`src/rtl/pc_sequencer_if.sv`:
```
// Fetch-redirect bus between the pipeline control logic and pc_sequencer.
// The slave modport is the sequencer side; master is the core/environment side.
interface pc_sequencer_if #(
    parameter int PC_W = 9
);
    logic            PcSel;
    logic [31:0]     BrPC;
    logic            flag_halt;
    logic            stall_req;
    logic [PC_W-1:0] Cur_PC;
    logic            PC_En;
    logic            IF_ID_En;
    logic            IF_ID_Flush;
    logic            ID_EX_Flush;
    logic            halted;
    logic            fault;
    logic [31:0]     taken_cnt;
    logic [31:0]     stall_cnt;

    modport master (
        output PcSel, BrPC, flag_halt, stall_req,
        input  Cur_PC, PC_En, IF_ID_En, IF_ID_Flush, ID_EX_Flush,
               halted, fault, taken_cnt, stall_cnt
    );

    modport slave (
        input  PcSel, BrPC, flag_halt, stall_req,
        output Cur_PC, PC_En, IF_ID_En, IF_ID_Flush, ID_EX_Flush,
               halted, fault, taken_cnt, stall_cnt
    );
endinterface

```
`src/rtl/pc_sequencer.sv`:
```
// Program counter owner with run/drain/halt/fault sequencing for the 5-stage core.
// Define PC_SEQ_STATS_EN to build the taken-redirect and stall-cycle counters.
module pc_sequencer #(
    parameter int PC_W      = 9,
    parameter int DRAIN_CYC = 3
) (
    input  logic           clk,
    input  logic           reset,
    pc_sequencer_if.slave  bus
);
    localparam int CNT_W = (DRAIN_CYC > 1) ? $clog2(DRAIN_CYC) : 1;

    typedef enum logic [1:0] {S_RUN, S_DRAIN, S_HALTED, S_FAULT} state_e;

    state_e          state_q, state_d;
    logic [PC_W-1:0] pc_q, pc_d;
    logic [CNT_W-1:0] cnt_q, cnt_d;
    logic            bad_tgt;
    logic            pc_en, ifid_en, ifid_fl, idex_fl;

    // Redirect target must be word aligned and fit inside the PC width.
    assign bad_tgt = bus.PcSel && ((bus.BrPC[1:0] != 2'b00) || ((bus.BrPC >> PC_W) != '0));

    always_comb begin
        state_d = state_q;
        pc_d    = pc_q;
        cnt_d   = cnt_q;
        pc_en   = 1'b0;
        ifid_en = 1'b0;
        ifid_fl = 1'b0;
        idex_fl = 1'b0;
        case (state_q)
            S_RUN: begin
                if (bus.PcSel) begin
                    ifid_fl = 1'b1;
                    idex_fl = 1'b1;
                    if (bad_tgt) begin
                        state_d = S_FAULT;
                    end else begin
                        pc_d    = bus.BrPC[PC_W-1:0];
                        pc_en   = 1'b1;
                        ifid_en = 1'b1;
                    end
                end else if (bus.flag_halt) begin
                    state_d = S_DRAIN;
                    cnt_d   = CNT_W'(DRAIN_CYC - 1);
                    ifid_fl = 1'b1;
                end else if (bus.stall_req) begin
                    idex_fl = 1'b1;
                end else begin
                    pc_d    = pc_q + PC_W'(4);
                    pc_en   = 1'b1;
                    ifid_en = 1'b1;
                end
            end
            S_DRAIN: begin
                ifid_fl = 1'b1;
                if (bus.PcSel) begin
                    // Older branch resolving during drain means the halt was wrong path.
                    idex_fl = 1'b1;
                    if (bad_tgt) begin
                        state_d = S_FAULT;
                    end else begin
                        state_d = S_RUN;
                        pc_d    = bus.BrPC[PC_W-1:0];
                        cnt_d   = '0;
                        pc_en   = 1'b1;
                        ifid_en = 1'b1;
                    end
                end else if (cnt_q == '0) begin
                    state_d = S_HALTED;
                end else begin
                    cnt_d = cnt_q - CNT_W'(1);
                end
            end
            default: begin
                ifid_fl = 1'b1;
                idex_fl = 1'b1;
            end
        endcase
    end

    always_ff @(posedge clk) begin
        if (reset) begin
            state_q <= S_RUN;
            pc_q    <= '0;
            cnt_q   <= '0;
        end else begin
            state_q <= state_d;
            pc_q    <= pc_d;
            cnt_q   <= cnt_d;
        end
    end

    assign bus.Cur_PC      = pc_q;
    assign bus.PC_En       = pc_en;
    assign bus.IF_ID_En    = ifid_en;
    assign bus.IF_ID_Flush = ifid_fl;
    assign bus.ID_EX_Flush = idex_fl;
    assign bus.halted      = (state_q == S_HALTED);
    assign bus.fault       = (state_q == S_FAULT);

`ifdef PC_SEQ_STATS_EN
    logic [31:0] taken_q, stall_q;
    logic        take_ev, stall_ev;

    assign take_ev  = ((state_q == S_RUN) || (state_q == S_DRAIN)) && bus.PcSel && !bad_tgt;
    assign stall_ev = (state_q == S_RUN) && !bus.PcSel && !bus.flag_halt && bus.stall_req;

    always_ff @(posedge clk) begin
        if (reset) begin
            taken_q <= '0;
            stall_q <= '0;
        end else begin
            if (take_ev)  taken_q <= taken_q + 32'd1;
            if (stall_ev) stall_q <= stall_q + 32'd1;
        end
    end

    assign bus.taken_cnt = taken_q;
    assign bus.stall_cnt = stall_q;
`else
    assign bus.taken_cnt = '0;
    assign bus.stall_cnt = '0;
`endif
endmodule

```
`src/flat_wrapper.sv`:
```
// flat-port wrapper written by rule: the top's interface ports become plain ports
module pc_sequencer_flat 
#(
    parameter int PC_W      = 9,
    parameter int DRAIN_CYC = 3
)
  (clk, reset, bus_PcSel, bus_BrPC, bus_flag_halt, bus_stall_req, bus_Cur_PC, bus_PC_En, bus_IF_ID_En, bus_IF_ID_Flush, bus_ID_EX_Flush, bus_halted, bus_fault, bus_taken_cnt, bus_stall_cnt);
  pc_sequencer_if #(.PC_W(PC_W)) bus_i ();
  input  logic clk;
  input  logic reset;
  input wire logic [$bits(bus_i.PcSel)-1:0] bus_PcSel;
  input wire logic [$bits(bus_i.BrPC)-1:0] bus_BrPC;
  input wire logic [$bits(bus_i.flag_halt)-1:0] bus_flag_halt;
  input wire logic [$bits(bus_i.stall_req)-1:0] bus_stall_req;
  output wire logic [$bits(bus_i.Cur_PC)-1:0] bus_Cur_PC;
  output wire logic [$bits(bus_i.PC_En)-1:0] bus_PC_En;
  output wire logic [$bits(bus_i.IF_ID_En)-1:0] bus_IF_ID_En;
  output wire logic [$bits(bus_i.IF_ID_Flush)-1:0] bus_IF_ID_Flush;
  output wire logic [$bits(bus_i.ID_EX_Flush)-1:0] bus_ID_EX_Flush;
  output wire logic [$bits(bus_i.halted)-1:0] bus_halted;
  output wire logic [$bits(bus_i.fault)-1:0] bus_fault;
  output wire logic [$bits(bus_i.taken_cnt)-1:0] bus_taken_cnt;
  output wire logic [$bits(bus_i.stall_cnt)-1:0] bus_stall_cnt;
  assign bus_i.PcSel = bus_PcSel;
  assign bus_i.BrPC = bus_BrPC;
  assign bus_i.flag_halt = bus_flag_halt;
  assign bus_i.stall_req = bus_stall_req;
  assign bus_Cur_PC = bus_i.Cur_PC;
  assign bus_PC_En = bus_i.PC_En;
  assign bus_IF_ID_En = bus_i.IF_ID_En;
  assign bus_IF_ID_Flush = bus_i.IF_ID_Flush;
  assign bus_ID_EX_Flush = bus_i.ID_EX_Flush;
  assign bus_halted = bus_i.halted;
  assign bus_fault = bus_i.fault;
  assign bus_taken_cnt = bus_i.taken_cnt;
  assign bus_stall_cnt = bus_i.stall_cnt;
  pc_sequencer #(.PC_W(PC_W), .DRAIN_CYC(DRAIN_CYC)) u_core (.clk(clk), .reset(reset), .bus(bus_i));
endmodule
```
`config.mk`:
```
export PLATFORM = sky130hd
export DESIGN_NAME = pc_sequencer_flat
export DESIGN_NICKNAME = d
export VERILOG_FILES = /design/src/rtl/pc_sequencer_if.sv /design/src/rtl/pc_sequencer.sv /design/src/flat_wrapper.sv
export SDC_FILE = /design/constraint.sdc
export NUM_CORES = 1
export LEC_CHECK = 0
export ABC_AREA = 1
export BUFFER_PORTS_ARGS = -buffer_cell sky130_fd_sc_hd__buf_2
export CELL_PAD_IN_SITES_DETAIL_PLACEMENT = 0
export CELL_PAD_IN_SITES_GLOBAL_PLACEMENT = 1
export CORE_MARGIN = 2
export CORE_UTILIZATION = 25
export CTS_CLUSTER_DIAMETER = 30
export DETAILED_ROUTE_END_ITERATION = 7
export PLACE_DENSITY = 0.82
export RECOVER_POWER = 25
export SYNTH_ARGS = -nofsm -noshare
export SYNTH_HDL_FRONTEND = slang
export SYNTH_SLANG_ARGS = --single-unit
export TNS_END_PERCENT = 10
```
`constraint.sdc`:
```
create_clock -name clk -period 1.4 [get_ports clk]
set_input_delay 0.21 -clock clk [delete_from_list [all_inputs] [get_ports clk]]
set_output_delay 0.21 -clock clk [all_outputs]
set_load 0.03 [all_outputs]
```
Word level (Yosys, flattened, before mapping)
Index checks and enable logic that the tools add are counted.
Storage, ports and cells
  bits in registers: 13
  latch bits: 0
  memory bits (writable): 0
  bits in read-only memories: 0
  input bits: 37
  output and inout bits: 79
  logic and storage cells: 61
  memories: 0
Cells by class
  $add $sub $neg: 2
  multiply operators: 0
  div/mod/pow operators: 0
  order comparisons: 0
  eq/ne operators: 13
  shifts and indexed selects: 0
  muxes and demuxes: 33
  bitwise logic cells: 0
  reductions and logical operators: 10
Operators by type and width (count)
  2-to-1 mux 9 bit: 5
  nonzero test 32 bit: 1
  2-to-1 mux 2 bit: 11
  one-hot mux 9 bit (2 select lines): 1
  != test 3 bit, second input constant: 5
  2-to-1 mux 1 bit: 12
  adder 9 x 3 -> 9 bit, second input constant: 1
  one-hot mux 2 bit (2 select lines): 2
  AND reduction 4 bit: 2
  != test 2 bit, second input constant: 3
  != test 3 x 2 -> 1 bit, second input constant: 2
  AND reduction 5 bit: 1
  == test 2 bit, second input constant: 2
  zero test 2 bit: 2
  one-hot mux 1 bit (2 select lines): 2
  nonzero test 2 bit: 2
  == test 2 x 1 -> 1 bit, second input constant: 1
  subtractor 2 x 1 -> 2 bit, second input constant: 1
  logical AND 1 bit: 1
  logical OR 1 bit: 1

Logic depth before layout (Yosys ltp)
Gate-level depths: netlist (run 1).
  depth after elaboration: 6
  depth in mapped cells: 10
  depth with buffers taken out: 10

Least setup slack after synthesis (run 1)
No wires, ideal clock.
  kind: reg2out
  start point: register u_core.state_q[1]
  end point: output port bus_ID_EX_Flush
  arrival: 1.431 ns
  data required time: 1.190 ns
  path slack: -0.241 ns
  cell stages (with the launch flop): 7
  buffers on the path: 1
  path through: dfxtp_1 > buf_4 > inv_1 > nand2_1 > nor2_2 > inv_1 > o21ai_0
On the way
  longest elaborated chain between the ends: 2
  elaborated cells between the ends (all ways): 3
  those cells by class: 1 x eq/ne; 1 x mux; 1 x reduce/logical
RTL lines
  start: declaration: RTL line pc_sequencer.sv:15  | state_e state_q, state_d;
  start signal: assignment: RTL line pc_sequencer.sv:89  | state_q <= state_d;
  == test 2 x 1 -> 1 bit or zero test 2 bit (tied branches): RTL line pc_sequencer.sv:32  | case (state_q)
  one-hot mux 1 bit (2 select lines) *: RTL line pc_sequencer.sv:32
  end: declaration: RTL line flat_wrapper.sv:19  | output wire logic [$bits(bus_i.ID_EX_Flush)-1:0] bus_ID_EX_Flush;
Every way passes the cells marked *; elsewhere a longest branch is shown, timed or not.

Final worst setup path (run 1)
  start point: register u_core.state_q[1]
  end point: output port bus_IF_ID_En
On the way
  longest elaborated chain between the ends: 2
  elaborated cells between the ends (all ways): 3
  those cells by class: 1 x eq/ne; 1 x mux; 1 x reduce/logical
RTL lines
  == test 2 x 1 -> 1 bit or zero test 2 bit (tied branches): RTL line pc_sequencer.sv:32
  one-hot mux 1 bit (2 select lines) *: RTL line pc_sequencer.sv:32
  end: declaration: RTL line flat_wrapper.sv:17  | output wire logic [$bits(bus_i.IF_ID_En)-1:0] bus_IF_ID_En;
Marks and branches as above.

==> results of run 1 <==
-- layer usage --
| metal | wire length (um) | vias to the layer above | GRT usage (%) |
|---|---|---|---|
| li1 | - | 700 | - |
| met1 | 1387 | 568 | 11.00 |
| met2 | 1596 | 63 | 17.25 |
| met3 | 254 | 6 | 1.573 |
| met4 | 50 | 0 | 3.559 |
| met5 | 0 | - | 0 |
-- critical path, delay by kind of cell, from the launching register on --
| kind | cells | cell delay (ns) |
|---|---|---|
| simple gates | 3 | 0.34 |
| buf+inv | 2 | 0.25 |
| flops | 1 | 0.37 |
-- final cells by class --
type                       count  area, um^2  share of cell area [%]
inverter                      25       101.3                   5.684
sequential                    13       271.5                   15.23
timing repair buffer          64       377.9                   21.19
tap                           72       90.09                   5.053
multi-input combinational    185       895.9                   50.25
clock buffer                   3       41.29                   2.316
clock inverter                 1       5.005                  0.2807
-- how the worst max path moves through the flow --
stage / start / to / slack [ns] / cells past startpoint
3_5_place_dp: bus_BrPC[17] / u_core.cnt_q[0] / -0.06 / 9
2_1_floorplan: u_core.bus.Cur_PC[3] / u_core.bus.Cur_PC[6] / -0.008 / 8
6_report: u_core.state_q[1] / bus_IF_ID_En / -0.02 / 5
5_1_grt: u_core.state_q[1] / bus_PC_En / -0.07 / 5
3_3_place_gp: bus_BrPC[10] / u_core.cnt_q[0] / -0.05 / 9
4_1_cts: u_core.state_q[1] / bus_ID_EX_Flush / -0.03 / 6
-- kinds of logic after synthesis --
| family | synth area share (%) |
|---|---|
| compound gates | 7.026 |
| flops | 17.82 |
| other cells | 0.2568 |
| simple gates | 32.30 |
| fa+ha+maj | 1.714 |
| buf+inv | 40.87 |
-- stage by stage --
stage                     hold slack (ns)  power, mW  util [%]
after global placement             0.4323      1.006     29.02
after detailed placement           0.4342      1.008     29.02
final                              0.2024      1.409     31.99
after CTS                          0.1985      1.394     30.95
after floorplan                    0.2717      1.007         -
after global routing               0.2180      1.494     31.99
-- Yosys cell counts --
master / number
dfxtp_1: 13
a21oi_2: 1
o21ai_0: 5
o22ai_1: 1
o21ai_1: 1
or3_1: 2
conb_1: 1
o22ai_2: 1
nand4_1: 2
nor3_1: 2
nand2_1: 45
inv_4: 3
nand4_4: 1
nand3_1: 12
or2_2: 1
nand3_2: 1
inv_1: 21
nor2_8: 1
inv_2: 1
nor2_2: 2
ha_1: 2
nor2_1: 29
nand2_4: 1
buf_4: 66
a21oi_1: 9
nor2_4: 1
nand2_2: 1
-- power by group --
group | leakage, nW | switching (mW) | internal (mW)
clock | 0.0255 | 0.157 | 0.197
combinational | 0.844 | 0.462 | 0.177
sequential | 0.109 | 0.0229 | 0.393
total | 0.978 | 0.641 | 0.768
-- repair_timing --
item                       4_1_cts  5_1_grt
setup endpoints to repair        3       13
pin swaps                        4        5
gates resized for setup         14       11
buffers inserted                 3        2
-- sequential cells by signal, indices dropped and copies added (netlist names) --
name	cells
u_core.bus.Cur_PC	9
u_core.cnt_q	2
u_core.state_q	2
-- placed cells by master (no fill, tap or decap), types with 3 or more instances in the layout --
master	n
dfxtp_1	8
a21oi_1	8
buf_4	10
buf_2	44
dfxtp_2	3
nand2_2	3
buf_6	6
nand3_1	11
inv_1	18
nand2_1	43
clkbuf_1	4
conb_1	64
o21ai_0	4
nor2_1	28
clkbuf_8	3
inv_4	3
nor2_4	3
inv_2	4
==> flow_summary.json, run 1 <==
{
  "skew_ns": 0.0006341,
  "slowest_stage": "dfxtp_4",
  "antenna_found_initial": 0,
  "grt_usage_pct": 9.480,
  "ys_ff_latch": 13,
  "clock_latency_ns": 0.25,
  "leakagePower_nw": 0.9779,
  "fin_area_um2": 1783,
  "place_hpwl_um": 2643,
  "drc": 0,
  "netlist_instances": 226,
  "io_buffers": 51,
  "powerDensity_nw_per_um2": 790.2,
  "die_w_um": 80.43,
  "cts_max_level": 1,
  "ys_top_cells_by_area": "buf_4 (34%), dfxtp_1 (18%), nand2_1 (12%)",
  "cts_tree": "done",
  "min_path_cells": 2,
  "setup_viol": 3,
  "r2r_end": "u_core.bus.Cur_PC[8]",
  "antenna_cells": 0,
  "cp_slowest_stage_delay_ns": 0.37,
  "finalNetCount": 331,
  "cts_buffers": 3,
  "status": "finished with violations",
  "cts.sinks": 13,
  "vias_per_cell": 3.683,
  "overflow": 0,
  "finalSetupTns_ns": -0.03924,
  "hold_buffers": 0,
  "drt_first_pass_iters": 4,
  "synth_top_cell_by_area": "buf_4",
  "path_cells": "buf_6 > nor2_4 > nand4_4 > nand2_4 > buf_6",
  "synth_cell_type_count": 27,
  "worst_setup_path_start_kind": "flip-flop",
  "clock.fmax_mhz": 704.8,
  "place_area_um2": 1618,
  "grt_pass1_wl_um": 4892,
  "io_pins": 116,
  "via_count": 1337,
  "rrSetupSlack_ns": 0.04,
  "clk_transition_reported_paths_ns": 0.06,
  "grt_pass1_vias": 1164,
  "maxCapViolCount": 0,
  "timing.rr.start": "u_core.bus.Cur_PC[2]",
  "slew_viol_final": 0,
  "clk_path_buf_depth": 2,
  "wl_per_cell_um": 9.063,
  "ys_seq_area_share_pct": 17.82,
  "yosysTopAreaCellShare_pct": 33.93,
  "final-hold-violation-count": 0,
  "reg2regPathDepth": 8,
  "period_needed_ns": 1.419,
  "drt-initial-drc-count": 33,
  "violations": "setup timing",
  "critPathKind": "flip-flop to output port",
  "synth_area_um2": 1460,
  "antenna_left": 0,
  "rows": 27,
  "finalCritPeriodShare_pct": 101.4,
  "start_util_pct": 26.20,
  "endpoint_kind": "output port",
  "drive_gt1_share_pct": 32.65,
  "fill_cells": 647,
  "die_h_um": 80.43,
  "worstHoldStart": "reset",
  "yosysWarnings": 0,
  "cp.required_ns": 1.19,
  "dieArea_um2": 6468,
  "clockRootBuffer": "clkbuf_8",
  "setup_slack_ns": -0.01893,
  "dp.cells": 354,
  "hp-class": "input port to flip-flop",
  "rsz0062_at_grt": "true",
  "synth_area_per_cell_um2": 6.461,
  "hold_end": "u_core.bus.Cur_PC[4]",
  "coreArea_um2": 5574,
  "path_common_cell": "buf_6",
  "irDropWorstVdd_mv": 0.2613,
  "worst-path-max-fanout": 4,
  "arrival_ns": 1.21,
  "final_cells": 363,
  "grt_max_degree": 10,
  "synthToLayoutAreaGrowth_pct": 22.11,
  "gp_congestion": 0.7784,
  "place_ws_ns": -0.05587,
  "wirelength_um": 3290
}
No activity file was read; power rests on OpenSTA's default activity.
==> inputs of run 2 (changes only) <==
--- a/config.mk
+++ b/config.mk
@@ -9,7 +9,6 @@
 export BUFFER_PORTS_ARGS = -buffer_cell sky130_fd_sc_hd__buf_2
 export CELL_PAD_IN_SITES_DETAIL_PLACEMENT = 0
 export CELL_PAD_IN_SITES_GLOBAL_PLACEMENT = 1
-export CORE_MARGIN = 2
 export CORE_UTILIZATION = 25
 export CTS_CLUSTER_DIAMETER = 30
 export DETAILED_ROUTE_END_ITERATION = 7
==> run 2 against run 1 <==
Net effect:
- the run still ends with setup timing left
- clock skew hardly changed
- clock power is 1% lower
- combinational power hardly changed
- design area is 0.84% higher
- count of clock-buffer cells in the layout stayed put
- total power is 0.48% lower
- hold slack better by 0.0056 ns
- global-route usage is 0.28 points higher
==> flow_summary.json, run 2 (same netlist as run 1, synthesis figures left out) <==
{
  "cts_tree": "done",
  "dp.cells": 355,
  "layout_commonest_cell": "conb_1",
  "slew_viol_final": 0,
  "clockRootBuffer": "clkbuf_8",
  "cts_buffers": 3,
  "powerDensity_nw_per_um2": 779.9,
  "hp-class": "input port to flip-flop",
  "drt_first_pass_iters": 4,
  "largest_register_ffs": 9,
  "worst-path-max-fanout": 5,
  "grt_pass1_vias": 1125,
  "irDropWorstVdd_mv": 0.2943,
  "setup_viol": 2,
  "finalNetCount": 331,
  "clk_transition_reported_paths_ns": 0.06,
  "path_cells": "buf_6 > nor2_4 > nand4_4 > nand2_4 > buf_6",
  "start_util_pct": 26.20,
  "place_hpwl_um": 2484,
  "synthToLayoutAreaGrowth_pct": 23.14,
  "skew_ns": 0.0008400,
  "clk_path_buf_depth": 2,
  "rsz0062_at_grt": "true",
  "r2r_end": "u_core.bus.Cur_PC[4]",
  "cp_slowest_stage_delay_ns": 0.36,
  "coreArea_um2": 5574,
  "wl_per_cell_um": 8.576,
  "drive_gt1_share_pct": 34.36,
  "period_needed_ns": 1.410,
  "power_mw": 1.402,
  "worst_setup_path_start_kind": "flip-flop",
  "via_count": 1341,
  "status": "finished with violations",
  "worstPathBufferInverterCount": 2,
  "cts.sinks": 13,
  "violations": "setup timing",
  "worst-path-stages": 5,
  "die_h_um": 78.43,
  "endpoint_kind": "output port",
  "fill_cells": 633,
  "fin_util_pct": 32.26,
  "grt_usage_pct": 9.763,
  "overflow": 0,
  "vias_per_cell": 3.694,
  "timing.rr.start": "u_core.state_q[1]",
  "final_cells": 363,
  "maxCapViolCount": 0,
  "cp-startpoint": "u_core.state_q[1]",
  "antenna_cells": 0,
  "cts_max_level": 1,
  "finalCritPeriodShare_pct": 100.7,
  "hold_buffers": 0,
  "final-hold-violation-count": 0,
  "grt_max_degree": 10,
  "cp.required_ns": 1.19,
  "antenna_left": 0,
  "critPathKind": "flip-flop to output port",
  "rows": 27,
  "wirelength_um": 3113,
  "drc": 0,
  "io_buffers": 51,
  "leakagePower_nw": 0.9798,
  "setup_slack_ns": -0.01034,
  "hold_ws_ns": 0.2080,
  "crit_family": "flip-flops",
  "clock_latency_ns": 0.25,
  "reg2regPathDepth": 7,
  "clock.fmax_mhz": 709.1,
  "grt_pass1_wl_um": 4747,
  "rrSetupSlack_ns": 0.05,
  "finalSetupTns_ns": -0.02021,
  "io_pins": 116,
  "antenna_found_initial": 0,
  "gp_congestion": 0.7537,
  "dieArea_um2": 6150,
  "path_common_cell": "buf_6",
  "drt-initial-drc-count": 26,
  "slowest_stage": "dfxtp_4",
  "crit_end": "bus_IF_ID_En",
  "arrival_ns": 1.20,
  "die_w_um": 78.43,
  "most-common-layout-cells": "conb_1 (64), nand2_1 (43), buf_2 (43)"
}
run 2: cell count changes in the layout (fill, tap and decap cells not counted):
cell and change:
nor2_2 +3, a21oi_1 -2, a21oi_2 +2, buf_6 +2, nor2_1 -2, buf_2 -1
buf_4 -1, nand3_1 -1, nand3_2 +1, nor2_4 -1, o22ai_2 +1, o22ai_4 -1
run 2: worst reg2reg max path: stages, from the launching register on:
cell and delay [ns]:
dfxtp_4 0.36, buf_4 0.14, buf_4 0.13, o22ai_2 0.29, nand2_1 0.10, nand2_1 0.07, nand3_1 0.08, a21oi_2 0.13
run 2: cell type report:
| cell class | instances | area [um^2] | area share, % |
|---|---|---|---|
| clock buffers | 3 | 41.29 | 2.296 |
| clock inverters | 1 | 5.005 | 0.2784 |
| inverters | 25 | 101.3 | 5.637 |
| multi-input cells | 185 | 900.9 | 50.10 |
| flip-flops and latches | 13 | 271.5 | 15.10 |
| well taps | 72 | 90.09 | 5.010 |
| repair buffers | 64 | 387.9 | 21.57 |
run 2: worst min path at each step:
| stage | endpoint | cells after the start | startpoint |
|---|---|---|---|
| finish | u_core.bus.Cur_PC[6] | 2 | reset |
| detailed placement | u_core.bus.Cur_PC[1] | 2 | u_core.bus.Cur_PC[1] |
| global placement | u_core.bus.Cur_PC[1] | 2 | u_core.bus.Cur_PC[1] |
| CTS | u_core.bus.Cur_PC[4] | 2 | reset |
| global route | u_core.bus.Cur_PC[6] | 2 | reset |
| floorplan | u_core.bus.Cur_PC[6] | 1 | reset |
run 2: stage by stage:
stage / cell area [um^2] / setup slack [ns]
detailed placement: 1625 / -0.09228
CTS: 1739 / -0.05303
global placement: 1625 / -0.07857
floorplan: 1708 / -0.008380
global route: 1798 / -0.07314
finish: 1798 / -0.01034
run 2: metal layers:
layer / global-route usage (%) / vias to the layer above / share of wire (%)
met5: 0 / - / 0
met4: 5.556 / 0 / 2.1
met3: 2.093 / 5 / 6.0
met2: 16.05 / 55 / 48
met1: 11.69 / 584 / 44
li1: - / 697 / -
run 2: where the power goes:
part,internal [mW],switching (mW)
Clock,0.197,0.153
Sequential,0.393,0.0209
Combinational,0.178,0.460
Total,0.769,0.633
run 2: what timing repair did:
action / 4_1_cts / 5_1_grt
cloned: 0 / 0
pin swaps: 4 / 5
setup buffers: 3 / 1
gates resized for setup: 16 / 15
setup endpoints to repair: 6 / 14
